==> src/rtl/mips_pkg.sv <==
// Shared fetch-path types and constants.
// Define FETCH_BURST_EN for 4-word bursts; otherwise single-word fetches.
package mips_pkg;

    localparam int WORD_W = 32;

    typedef enum logic [1:0] {
        ACC_1  = 2'b00,
        ACC_4  = 2'b01,
        ACC_8  = 2'b10,
        ACC_16 = 2'b11
    } access_size_e;

    typedef enum logic [1:0] {
        IDLE  = 2'b00,
        RESP  = 2'b01,
        DRAIN = 2'b10
    } fetch_state_e;

`ifdef FETCH_BURST_EN
    localparam int           BURST_LEN  = 4;
    localparam access_size_e FETCH_SIZE = ACC_4;
`else
    localparam int           BURST_LEN  = 1;
    localparam access_size_e FETCH_SIZE = ACC_1;
`endif

endpackage

==> src/rtl/fetch_fifo.sv <==
// Instruction buffer holding {pc, data} pairs.
// Pointers carry an extra wrap bit so full and empty stay distinct.
module fetch_fifo
    import mips_pkg::*;
#(
    parameter int DEPTH = 8
) (
    input  logic                    clock,
    input  logic                    reset_n,
    input  logic                    flush,
    input  logic                    wr_en,
    input  logic [2*WORD_W-1:0]     wr_data,
    input  logic                    rd_en,
    output logic [2*WORD_W-1:0]     rd_data,
    output logic                    empty,
    output logic [$clog2(DEPTH):0]  count
);

    localparam int AW = $clog2(DEPTH);
    localparam logic [AW:0] PTR_ONE = (AW+1)'(1);
    localparam logic [AW:0] FULL_C  = (AW+1)'(DEPTH);

    logic [2*WORD_W-1:0] mem_q [DEPTH];
    logic [AW:0] wr_ptr_q, wr_ptr_d;
    logic [AW:0] rd_ptr_q, rd_ptr_d;
    logic full;
    logic do_wr;
    logic do_rd;

    assign count   = wr_ptr_q - rd_ptr_q;
    assign empty   = (count == '0);
    assign full    = (count == FULL_C);
    assign do_wr   = wr_en && !full && !flush;
    assign do_rd   = rd_en && !empty;
    assign rd_data = mem_q[rd_ptr_q[AW-1:0]];

    always_comb begin
        wr_ptr_d = wr_ptr_q;
        rd_ptr_d = rd_ptr_q;
        if (flush) begin
            wr_ptr_d = '0;
            rd_ptr_d = '0;
        end else begin
            if (do_wr) begin
                wr_ptr_d = wr_ptr_q + PTR_ONE;
            end
            if (do_rd) begin
                rd_ptr_d = rd_ptr_q + PTR_ONE;
            end
        end
    end

    always_ff @(posedge clock or negedge reset_n) begin
        if (!reset_n) begin
            wr_ptr_q <= '0;
            rd_ptr_q <= '0;
        end else begin
            wr_ptr_q <= wr_ptr_d;
            rd_ptr_q <= rd_ptr_d;
        end
    end

    // Storage needs no reset: only entries between the pointers are visible.
    always_ff @(posedge clock) begin
        if (do_wr) begin
            mem_q[wr_ptr_q[AW-1:0]] <= wr_data;
        end
    end

endmodule

==> src/rtl/fetch_unit.sv <==
// Instruction fetch: issues read requests and buffers returned words.
// Burst length is selected by FETCH_BURST_EN through mips_pkg.
module fetch_unit
    import mips_pkg::*;
#(
    parameter logic [WORD_W-1:0] RESET_PC   = 32'h0040_0000,
    parameter int                FIFO_DEPTH = 8
) (
    input  logic              clock,
    input  logic              reset_n,
    output logic              mem_req,
    output logic [WORD_W-1:0] mem_address,
    output logic [1:0]        mem_access_size,
    output logic              mem_rw,
    input  logic              mem_busy,
    input  logic [WORD_W-1:0] mem_data_out,
    input  logic              redirect_valid,
    input  logic [WORD_W-1:0] redirect_pc,
    output logic              inst_valid,
    input  logic              inst_ready,
    output logic [WORD_W-1:0] inst_data,
    output logic [WORD_W-1:0] inst_pc
);

    localparam int CW = $clog2(FIFO_DEPTH) + 1;
    localparam logic [CW-1:0] DEPTH_C   = CW'(FIFO_DEPTH);
    localparam logic [CW-1:0] BURST_C   = CW'(BURST_LEN);
    localparam logic [CW-1:0] ONE_C     = CW'(1);
    localparam logic [3:0]    LAST_BEAT = 4'(BURST_LEN - 1);
    localparam logic [3:0]    BEAT_ONE  = 4'(1);

    fetch_state_e state_q, state_d;
    logic [WORD_W-1:0] pc_q, pc_d;
    logic [CW-1:0] rsv_q, rsv_d;
    logic [3:0] beat_q, beat_d;
    logic started_q, started_d;

    logic [CW-1:0] fifo_count;
    logic [CW-1:0] avail;
    logic [2*WORD_W-1:0] fifo_head;
    logic fifo_empty;
    logic fifo_wr;
    logic issue;
    logic [1:0] unused_pc_bits;

    assign unused_pc_bits = redirect_pc[1:0];

    // Slots neither occupied nor promised to an outstanding burst.
    assign avail = DEPTH_C - fifo_count - rsv_q;

    always_comb begin
        state_d   = state_q;
        pc_d      = pc_q;
        rsv_d     = rsv_q;
        beat_d    = beat_q;
        started_d = 1'b1;
        issue     = 1'b0;
        fifo_wr   = 1'b0;
        unique case (state_q)
            IDLE: begin
                if (started_q && !mem_busy && !redirect_valid
                    && (avail >= BURST_C)) begin
                    issue   = 1'b1;
                    rsv_d   = rsv_q + BURST_C;
                    beat_d  = '0;
                    state_d = RESP;
                end
            end
            RESP: begin
                if (redirect_valid) begin
                    state_d = DRAIN;
                end else if (mem_busy) begin
                    fifo_wr = 1'b1;
                    pc_d    = pc_q + 32'd4;
                    rsv_d   = rsv_q - ONE_C;
                    beat_d  = beat_q + BEAT_ONE;
                    if (beat_q == LAST_BEAT) begin
                        state_d = IDLE;
                    end
                end
            end
            DRAIN: begin
                if (!mem_busy) begin
                    state_d = IDLE;
                end
            end
            default: state_d = IDLE;
        endcase
        if (redirect_valid) begin
            pc_d  = {redirect_pc[WORD_W-1:2], 2'b00};
            rsv_d = '0;
        end
    end

    always_ff @(posedge clock or negedge reset_n) begin
        if (!reset_n) begin
            state_q   <= IDLE;
            pc_q      <= RESET_PC;
            rsv_q     <= '0;
            beat_q    <= '0;
            started_q <= 1'b0;
        end else begin
            state_q   <= state_d;
            pc_q      <= pc_d;
            rsv_q     <= rsv_d;
            beat_q    <= beat_d;
            started_q <= started_d;
        end
    end

    fetch_fifo #(
        .DEPTH (FIFO_DEPTH)
    ) u_fifo (
        .clock   (clock),
        .reset_n (reset_n),
        .flush   (redirect_valid),
        .wr_en   (fifo_wr),
        .wr_data ({pc_q, mem_data_out}),
        .rd_en   (inst_valid && inst_ready),
        .rd_data (fifo_head),
        .empty   (fifo_empty),
        .count   (fifo_count)
    );

    assign mem_req         = issue;
    assign mem_address     = issue ? pc_q : '0;
    assign mem_access_size = issue ? FETCH_SIZE : ACC_1;
    assign mem_rw          = 1'b0;
    assign inst_valid      = !fifo_empty;
    assign inst_pc         = fifo_head[2*WORD_W-1:WORD_W];
    assign inst_data       = fifo_head[WORD_W-1:0];

endmodule

==> config.mk <==
export PLATFORM = sky130hd
export DESIGN_NAME = fetch_unit
export DESIGN_NICKNAME = d
export VERILOG_FILES = /design/src/rtl/mips_pkg.sv /design/src/rtl/fetch_fifo.sv /design/src/rtl/fetch_unit.sv
export SDC_FILE = /design/constraint.sdc
export NUM_CORES = 1
export LEC_CHECK = 0
export CORE_MARGIN = 3
export CORE_UTILIZATION = 23
export DETAILED_ROUTE_END_ITERATION = 12
export PLACE_DENSITY = 0.47
export SYNTH_ARGS = -nofsm -noshare
export SYNTH_HDL_FRONTEND = slang
export SYNTH_SLANG_ARGS = --single-unit
==> constraint.sdc <==
create_clock -name clock -period 9.5 [get_ports clock]
set_clock_uncertainty 0.05 [all_clocks]
set_input_delay 0.95 -clock clock [delete_from_list [all_inputs] [get_ports clock]]
set_output_delay 0.95 -clock clock [all_outputs]
set_load 0.01 [all_outputs]
---- Yosys cells after proc, flatten, opt, wreduce, memory -nomap -nowiden ----
Memories as Yosys holds them, arrays and structs flattened.
Index checks and enable logic that the tools add are counted.
word-level totals
  logic and storage cells ................. 81
  memories ................................ 1
  register bits after elaboration ......... 51
  bits in writable memories ............... 512
  bits in read-only memories .............. 0
  latch bits .............................. 0
memory list
  name          depth  bits a word  rd ports  clocked after Yosys merged registers in  write ports  RTL line          RTL
  u_fifo.mem_q  8      64           1         0                                        1            fetch_fifo.sv:23  logic [2*WORD_W-1:0] mem_q [DEPTH];
cells by class
  bitwise gates (word level) .............. 0
  reduce and logical (&&, ||, !) cells .... 24
  muxes and demuxes ....................... 29
  shift operators ......................... 0
  add/sub/neg operators ................... 9
  div/mod/pow operators ................... 0
  multipliers ............................. 0
  eq/ne operators ......................... 10
  $lt $le $gt $ge ......................... 1
operators by type and width
  cell                   number
  $mux 32                4
  $mux 4                 10
  $add 32x3->32 const B  1
  $add 4x1->4 const B    4
  $pmux 4 s2             2
  $mux 2                 5
  $reduce_bool 2->1      5
  $ne 3x3->1 const B     3
  $logic_not 4->1        2
  $ne 2x2->1 const B     4
  $reduce_and 4->1       2
  $sub 4x4->4            2
  $logic_and 1x1->1      7
  $mux 1                 7
  $pmux 2 s3             1
  $eq 4x4->1 const B     1
  $ge 4x1->1 const B     1
  $logic_not 1->1        4
  $sub 4x1->4 const B    1
  $sub 4x4->4 const A    1
  $reduce_and 3->1       1
  $reduce_bool 3->1      1
  $eq 2x1->1 const B     1
  $eq 2x2->1 const B     1
  2 further kinds        2

---- Depth between registers and ports, before layout ----
Gate-level depths: netlist of the first run.
  word-level depth ........................ 8
  depth in mapped cells ................... 16
  mapped depth without buffers ............ 14

---- By module ----
From an unflattened synthesis of the first run, not the netlist that was laid out.
second synthesis, totals
  cells, all modules ...................... 1299
  area, all modules ....................... 22759.3 um2
modules (own cells, without submodules)
  module      area an instance (um2)  times used  cells an instance  sequential area each (um2)
  fetch_fifo  19856.5                 1           953                15574.9
  fetch_unit  2902.8                  1           346                1027.2

---- Worst setup path before layout of the first run ----
Ideal clock, no wire load.
  kind .................................... register to register
  start ................................... reg u_fifo.rd_ptr_q[1]
  end ..................................... mem u_fifo.mem_q[2][0] (netlist name), enable pin
  period minus slack after synthesis ...... 9.005 ns
  required time ........................... 8.792 ns
  stages on the path, launching flop included .. 10
  path buffers ............................ 3
  setup slack ............................. 0.495 ns
  arrival time ............................ 8.297 ns
  cell sequence ........................... dfrtp_1 -> buf_2 -> buf_2 -> buf_2 -> inv_1 -> fa_1 -> xnor2_1 -> nand3b_1 -> o31ai_2 -> nor4b_1
between the ends
  longest elaborated chain between the ends .. 7
ends and longest elaborated chain
  item                            RTL line          RTL
  from (decl)                     fetch_fifo.sv:25  logic [AW:0] rd_ptr_q, rd_ptr_d;
  from (signal assigned)          fetch_fifo.sv:59  rd_ptr_q <= rd_ptr_d;
  $sub 4x4->4                     fetch_fifo.sv:30  assign count = wr_ptr_q - rd_ptr_q;
  $eq 4x4->1                      fetch_fifo.sv:32  assign full = (count == FULL_C);
  $logic_not 1->1                 fetch_fifo.sv:33  assign do_wr = wr_en && !full && !flush;
  $logic_and 1x1->1 (2 in a row)  fetch_fifo.sv:33
  $mux 1                          fetch_fifo.sv:65  if (do_wr) begin
  $mux 1 (not written as such)    fetch_fifo.sv:66  mem_q[wr_ptr_q[AW-1:0]] <= wr_data;
  to (decl)                       fetch_fifo.sv:23
No other way between the ends.

---- Worst setup path in the final report of the first run ----
  start ................................... reg u_fifo.rd_ptr_q[2]
  end ..................................... out mem_address[12]
between the ends
  longest elaborated chain between the ends .. 8
ends and longest elaborated chain
  item                      RTL line           RTL
  $sub 4x4->4               fetch_fifo.sv:30
  $sub 4x4->4 (2 in a row)  fetch_unit.sv:49   assign avail = DEPTH_C - fifo_count - rsv_q;
  $ge 4x1->1                fetch_unit.sv:62   && (avail >= BURST_C)) begin
  $logic_and 1x1->1         fetch_unit.sv:62
  $mux 1                    fetch_unit.sv:61   if (started_q && !mem_busy && !redirect_valid
  $mux 1                    fetch_unit.sv:59   unique case (state_q)
  $mux 32                   fetch_unit.sv:126  assign mem_address = issue ? pc_q : '0;
  to (decl)                 fetch_unit.sv:12   output logic [WORD_W-1:0] mem_address,
No other way between the ends.

==> results of run 1 <==
-- per-stage QoR --
step / cell area, um^2 / worst slack [ns] / utilization, % / hold WS (ns) / power, mW
2_1_floorplan: 22120 / 0.4952 / - / 0.4608 / 3.664
3_3_place_gp: 25200 / 3.832 / 26.49 / 0.4876 / 4.217
3_5_place_dp: 25200 / 3.680 / 26.49 / 0.4975 / 4.238
4_1_cts: 27100 / 2.955 / 28.48 / 0.3809 / 6.512
5_1_grt: 27100 / 2.839 / 28.48 / 0.4150 / 6.713
6_report: 27110 / 3.232 / 28.49 / 0.3856 / 6.381
-- Yosys cell counts (9+ instances only) --
cell and count:
edfxtp_1 496, nand2_1 234, mux4_2 124, dfrtp_1 48, and2_1 32, xnor2_1 26
clkbuf_1 25, buf_2 21, o21ai_0 20, inv_1 19, nand3_1 17, nor2_1 15
ha_1 14, nor3_1 14, o21ai_1 13, buf_4 11, buf_1 10, xor2_1 10
nand4_1 9
-- worst max-delay path, stage by stage, from the launching register on --
cell	delay (ns)
dfrtp_4	0.51
clkinv_2	0.60
ha_1	0.60
xnor2_1	0.17
ha_1	0.28
inv_1	0.05
fa_1	0.42
xor3_2	0.25
xnor3_1	0.27
a21oi_4	0.68
and2_1	0.23
clkdlybuf4s50_1	0.56
-- cells in the final DEF (no fill, tap or decap), types with 3 or more instances in the layout --
cell and count:
xor2_1 10, conb_1 8, a21oi_1 8, o21ai_0 20
nand3_1 17, clkbuf_16 60, edfxtp_1 496, buf_4 21
clkinv_2 18, fa_1 3, nand4_1 9, nor3_1 12
o21ai_1 13, nor2_1 14, clkbuf_1 9, or3_1 3
nor4_2 7, diode_2 4, nand2_1 234, mux4_2 124
nor3b_2 4, and3_1 8, ha_1 14, clkdlybuf4s50_1 158
dfrtp_4 3, bufinv_16 5, nor3_2 3, and2_1 32
inv_1 18, nand3b_1 4, and4_1 3, clkinv_1 9
dfrtp_1 45, xnor2_1 26
-- per-layer routing --
| layer | vias up | routed length (um) | global-route usage, % |
|---|---|---|---|
| li1 | 5162 | - | - |
| met3 | 74 | 2605 | 2.169 |
| met2 | 252 | 27330 | 19.14 |
| met1 | 6104 | 25760 | 15.37 |
| met5 | - | 13 | 0 |
| met4 | 2 | 952 | 2.690 |
-- where the power goes --
part,switching (mW),internal (mW)
registers,0.138,2.70
clock network,0.948,1.29
logic,0.636,0.666
total,1.72,4.66
-- state kept, by name (all words and copies together) (netlist names) --
signal	cells
u_fifo.mem_q	496
beat_q	4
pc_q	30
state_q	2
rsv_q	4
u_fifo.rd_ptr_q	4
u_fifo.wr_ptr_q	4
started_q	1
-- final timing paths --
| check | from | endpoint | slack (ns) |
|---|---|---|---|
| setup / recovery | u_fifo.rd_ptr_q[2] | mem_address[12] | 3.23 |
| hold / removal | reset_n | pc_q[9] | 0.39 |
| setup reg to reg | u_fifo.rd_ptr_q[2] | u_fifo.mem_q[7][62] | 4.99 |
| hold reg to reg | beat_q[3] | beat_q[3] | 0.51 |
| max in group asynchronous | reset_n | u_fifo.rd_ptr_q[0] | 8.45 |
| min in group clock | beat_q[3] | beat_q[3] | 0.51 |
-- cell families after synthesis --
group / count (synthesis) / share of synthesized area (%)
AOI/OAI and AO/OA: 58 / 1.676
xor gates and xnor gates: 38 / 1.642
adders and majority gates: 17 / 1.065
buffers and inverters: 88 / 1.807
DFF: 545 / 72.97
muxes: 128 / 12.83
other: 2 / 0.03399
and+or+nand+nor: 366 / 7.974
-- area by class of cell --
class / instances / area, um^2
Clock inverter: 37 / 364.1
Sequential cell: 545 / 16130
Fill cell: 9544 / 68040
Tap cell: 1265 / 1583
Antenna cell: 4 / 10.01
Timing Repair Buffer: 182 / 1769
Multi-Input combinational cell: 615 / 5642
Clock buffer: 69 / 1535
Inverter: 20 / 76.32
==> summary.md, run 1 <==
| Metric | Value |
|---|---|
| YS warnings | 0 |
| Iter 0 DRT Violations | 739 |
| Clock-pin slew on the worst setup and hold paths | 0.06 ns |
| IO Pins | 170 |
| Clk root buf | clkbuf_16 |
| Pin count of the biggest net entering global routing | 97 |
| Clock tree buffer depth | 3 |
| FF+latch count, synth | 545 |
| Global-route wire length before repair | 84.35 mm |
| DIE AREA | 0.09981 mm^2 |
| Port Buf Inserts | 160 |
| Layout Nets | 1510 |
| Worst slew pin tran | 0.9409 ns |
| First-pass iteration count of the detailed router | 4 |
| Row Count | 113 |
| Total grt overflow | 0 |
| Post-synth EDFFs | 496 |
| Leak pwr | 8.750 nW |
| Status | finished, final reports clean |
| Post-route insts no fill | 2737 |
| Hold Crit Class | primary input to asynchronous set/reset pin |
| Syn_area_per_cell | 17.79 um^2 |
| RSZ-0062 raised after global routing | false |
| Fin. Hold Viols | 0 |
| Syn Inst Count | 1242 |
| Synth-to-layout area growth | 22.72% |
| Post-CTS Resized | 0 |
| Vias in the first global route | 12759 |
| Total GRT Usage | 11.44% |
| Chip width | 315.9 um |
| Post-CTS Hold Buffers | 0 |
| Synth top area share | 67.41% |
| ANT nets after route | 0 |
| Placer Congestion | 0.7114 |
| Post-CTS Setup Repair Bufs | 0 |
| Die H | 315.9 um |
| Final Setup Violations | 0 |
| Worst reg-to-reg path cell count | 7 |
| Initial antenna violation count | 3 |
| Main flop type after synthesis | edfxtp_1 |
| Clock sinks | 545 |
| FFs w/ async S/R, synth | 8.991% |
| Number of max-cap violations | 0 |
| CTS tree | done |
| Tcrit/Tclk final | 65.98% |
| Clock Latency Late Sink | 0.63 ns |
| WL per Instance | 20.70 um |
| Peak Freq | 159.5 MHz |
| Count of different cell masters after synthesis | 65 |
| Core box area | 0.09515 mm^2 |
| WS Path Type | register to output pin |
| Final Max Slew Viols | 0 |
| Relative slew slack | 37.28% |
| Starting Density | 23.22% |
| Drc violations | 0 |
| Arrival time of the worst setup path | 5.27 ns |
| Mapped cell area | 0.02209 mm^2 |
| Critical Path Sink Type | output pin |
| Dpl cells | 2627 |
| Post-layout min period | 6.268 ns |
| CP max FO | 36 |
| Worst setup SP type | register |
| H-tree depth | 2 |
| Synth area leaders | edfxtp_1 67%, mux4_2 13%, dfrtp_1 5.4% |
| Sequential share of the synthesized area | 72.97% |
| Vias post-DR | 11594 |
| VDD IR max | 136.4 uV |
| CP Data Required Time | 8.50 ns |
| HPWL Detailed | 32.00 mm |
| Share of cells above drive strength 1 | 18.60% |
| Pwr dens | 235.4 mW/mm^2 |
| Final setup TNS | 0 ns |
| Total Routed Length | 56.66 mm |
| Biggest area consumer among synthesized cells | edfxtp_1 |
| CTS Buf Count | 60 |
| Drt via density | 4.236 |
No activity file was read; power rests on OpenSTA's default activity.
==> run 2: changes to the inputs <==
==> constraint.sdc (replaced) <==
create_clock -name clock -period 5.3 [get_ports clock]
set_clock_uncertainty 0.05 [all_clocks]
set_input_delay 0.53 -clock clock [delete_from_list [all_inputs] [get_ports clock]]
set_output_delay 0.53 -clock clock [all_outputs]
set_load 0.01 [all_outputs]
==> run 2 against run 1 <==
Compared with the run above: combinational power is 92% higher; via count is 1.2% lower; first-iteration DRC count is 8.0% lower; core utilization is 0.22 points higher; die area stayed put; power is 83% higher; non-clock buffer count is 5 higher; sequential power is 76% higher; highest routed layer is now met4.
==> summary.md, run 2 (synthesis gave the netlist of run 1 again) <==
| Metric | Value |
|---|---|
| Status | finished, final reports clean |
| Core box area | 0.09515 mm^2 (unchanged) |
| Leak pwr | 8.807 nW (+0.66%) |
| Total Routed Length | 55.91 mm (-1.3%) |
| Layout Nets | 1516 (+0.40%) |
| Iter 0 DRT Violations | 680 (-8.0%) |
| Final Max Slew Viols | 0 (unchanged) |
| Drc violations | 0 (unchanged) |
| Clock Latency Late Sink | 0.61 ns (-0.02 ns) |
| CP max FO | 16 (-56%) |
| Pin count of the biggest net entering global routing | 85 (-12%) |
| Row Count | 113 (unchanged) |
| Worst slew pin tran | 1.098 ns (+0.1576 ns) |
| WL per Instance | 20.35 um (-1.7%) |
| Clock tree buffer depth | 3 (unchanged) |
| Relative slew slack | 26.77% (-11 points) |
| Final Setup Violations | 0 (unchanged) |
| First-pass iteration count of the detailed router | 4 (unchanged) |
| Fin. Hold Viols | 0 (unchanged) |
| H-tree depth | 2 (unchanged) |
| Commonest non-fill, non-tap cell in the layout | edfxtp_1 |
| Post-layout min period | 5.059 ns |
| IO Pins | 170 (unchanged) |
| Total power | 11.68 mW (+83%) |
| Share of cells above drive strength 1 | 18.43% (-0.16 points) |
| Global-route wire length before repair | 82.11 mm (-2.6%) |
| CTS Buf Count | 60 (unchanged) |
| CP Data Required Time | 4.72 ns (-3.78 ns) |
| DIE AREA | 0.09981 mm^2 (unchanged) |
| Tcrit/Tclk final | 95.46% |
| Cells on Worst Hold Path | 3 |
| Area of the multi-input gates | 0.005709 mm^2 (+1.2%) |
| Clock sinks | 545 (unchanged) |
| Final setup TNS | 0 ns (unchanged) |
| Chip width | 315.9 um (unchanged) |
| RSZ-0062 raised after global routing | false |
| Peak Freq | 197.7 MHz |
| Number of max-cap violations | 0 (unchanged) |
| Total grt overflow | 0 (unchanged) |
| Initial antenna violation count | 4 (+1) |
| ANT nets after route | 0 (unchanged) |
| WHS | 0.4143 ns (+0.02867 ns) |
| Sequential Area | 0.01613 mm^2 (unchanged) |
| Synth-to-layout area growth | 23.66% |
| Number of flip-flops in the largest register | 496 (unchanged) |
| Starting Density | 23.22% (unchanged) |
| Worst reg-to-reg path cell count | 7 (unchanged) |
| Critical Path Sink Type | output pin |
| Port Buf Inserts | 160 (unchanged) |
| Clk root buf | clkbuf_16 |
| Placer Congestion | 0.7202 (+1.2%) |
| Hold Crit Class | primary input to register |
| R2R Setup Slk | 1.31 ns (-3.68 ns) |
| Arrival time of the worst setup path | 4.48 ns (-0.79 ns) |
| Clock-pin slew on the worst setup and hold paths | 0.06 ns (about the same) |
| WS Path Type | register to output pin |
| CTS tree | done |
| Total GRT Usage | 11.13% (-0.30 points) |
| Pwr dens | 427.7 mW/mm^2 (+82%) |
| Drt via density | 4.169 (-1.6%) |
| Vias in the first global route | 12363 (-3.1%) |
| # fillers | 9478 (-0.69%) |
| VDD IR max | 280.5 uV (+110%) |
| Die H | 315.9 um (unchanged) |
| Vias post-DR | 11452 (-1.2%) |
| Worst setup SP type | register |
| Commonest non-fill, non-tap cells in the layout | 496 x edfxtp_1, 234 x nand2_1, 158 x clkdlybuf4s50_1 |
| Post-Route Utilization | 28.71% (+0.22 points) |
| HPWL Detailed | 31.15 mm (-2.7%) |
-- run 2: per-stage QoR --
stage	cell area [um^2]	std cells	setup slack (ns)
finish	27320	2747	0.2408
floorplan	22160	1248	-0.6246
global route	27320	2746	0.02998
detailed placement	25280	2630	0.7925
CTS	27280	2744	0.07778
global placement	25280	2630	0.8483
-- run 2: timing repair --
action,CTS,global route
gates resized for setup,0,1
setup endpoints to repair,0,30
setup buffers,0,1
hold buffers,1,0
endpoints found under the hold margin,11,0
-- run 2: worst paths after layout --
check	startpoint	endpoint
max	u_fifo.rd_ptr_q[0]	mem_address[25]
min	redirect_pc[22]	pc_q[22]
max reg2reg	u_fifo.rd_ptr_q[2]	u_fifo.mem_q[7][51]
min reg2reg	beat_q[2]	beat_q[2]
max in group asynchronous	reset_n	u_fifo.rd_ptr_q[0]
min in group asynchronous	reset_n	pc_q[25]
-- run 2: report_power, final --
part           leakage (nW)  switching (mW)  internal, mW
Clock                 0.971            1.67          2.53
Sequential             5.09           0.158          4.84
Combinational          2.75            1.27          1.22
-- run 2: critical path: stages, from the launching register on --
cell and delay [ns]:
dfrtp_4 0.48, ha_1 0.21, inv_1 0.07, fa_1 0.44, ha_1 0.29, inv_1 0.06
ha_1 0.14, inv_1 0.05, fa_1 0.36, xor3_2 0.24, xnor3_1 0.37, a21oi_4 0.42
and2_1 0.20, clkdlybuf4s50_1 0.54
-- run 2: routing by layer --
layer	GRT usage, %	wire length (um)	part of all wire [%]
met4	2.849	1205	2.2
met1	14.86	25000	45
met5	0	0	0
met2	18.36	26660	48
met3	2.491	3035	5.4
-- run 2: layout make-up --
class / count / share of cell area, %
timing repair buffer: 187 / 6.668
clock buffer: 80 / 5.926
inverter: 20 / 0.2794
antenna: 1 / 0.009160
sequential: 545 / 59.05
multi-input combinational: 616 / 20.90
tap: 1265 / 5.793
clock inverter: 33 / 1.374
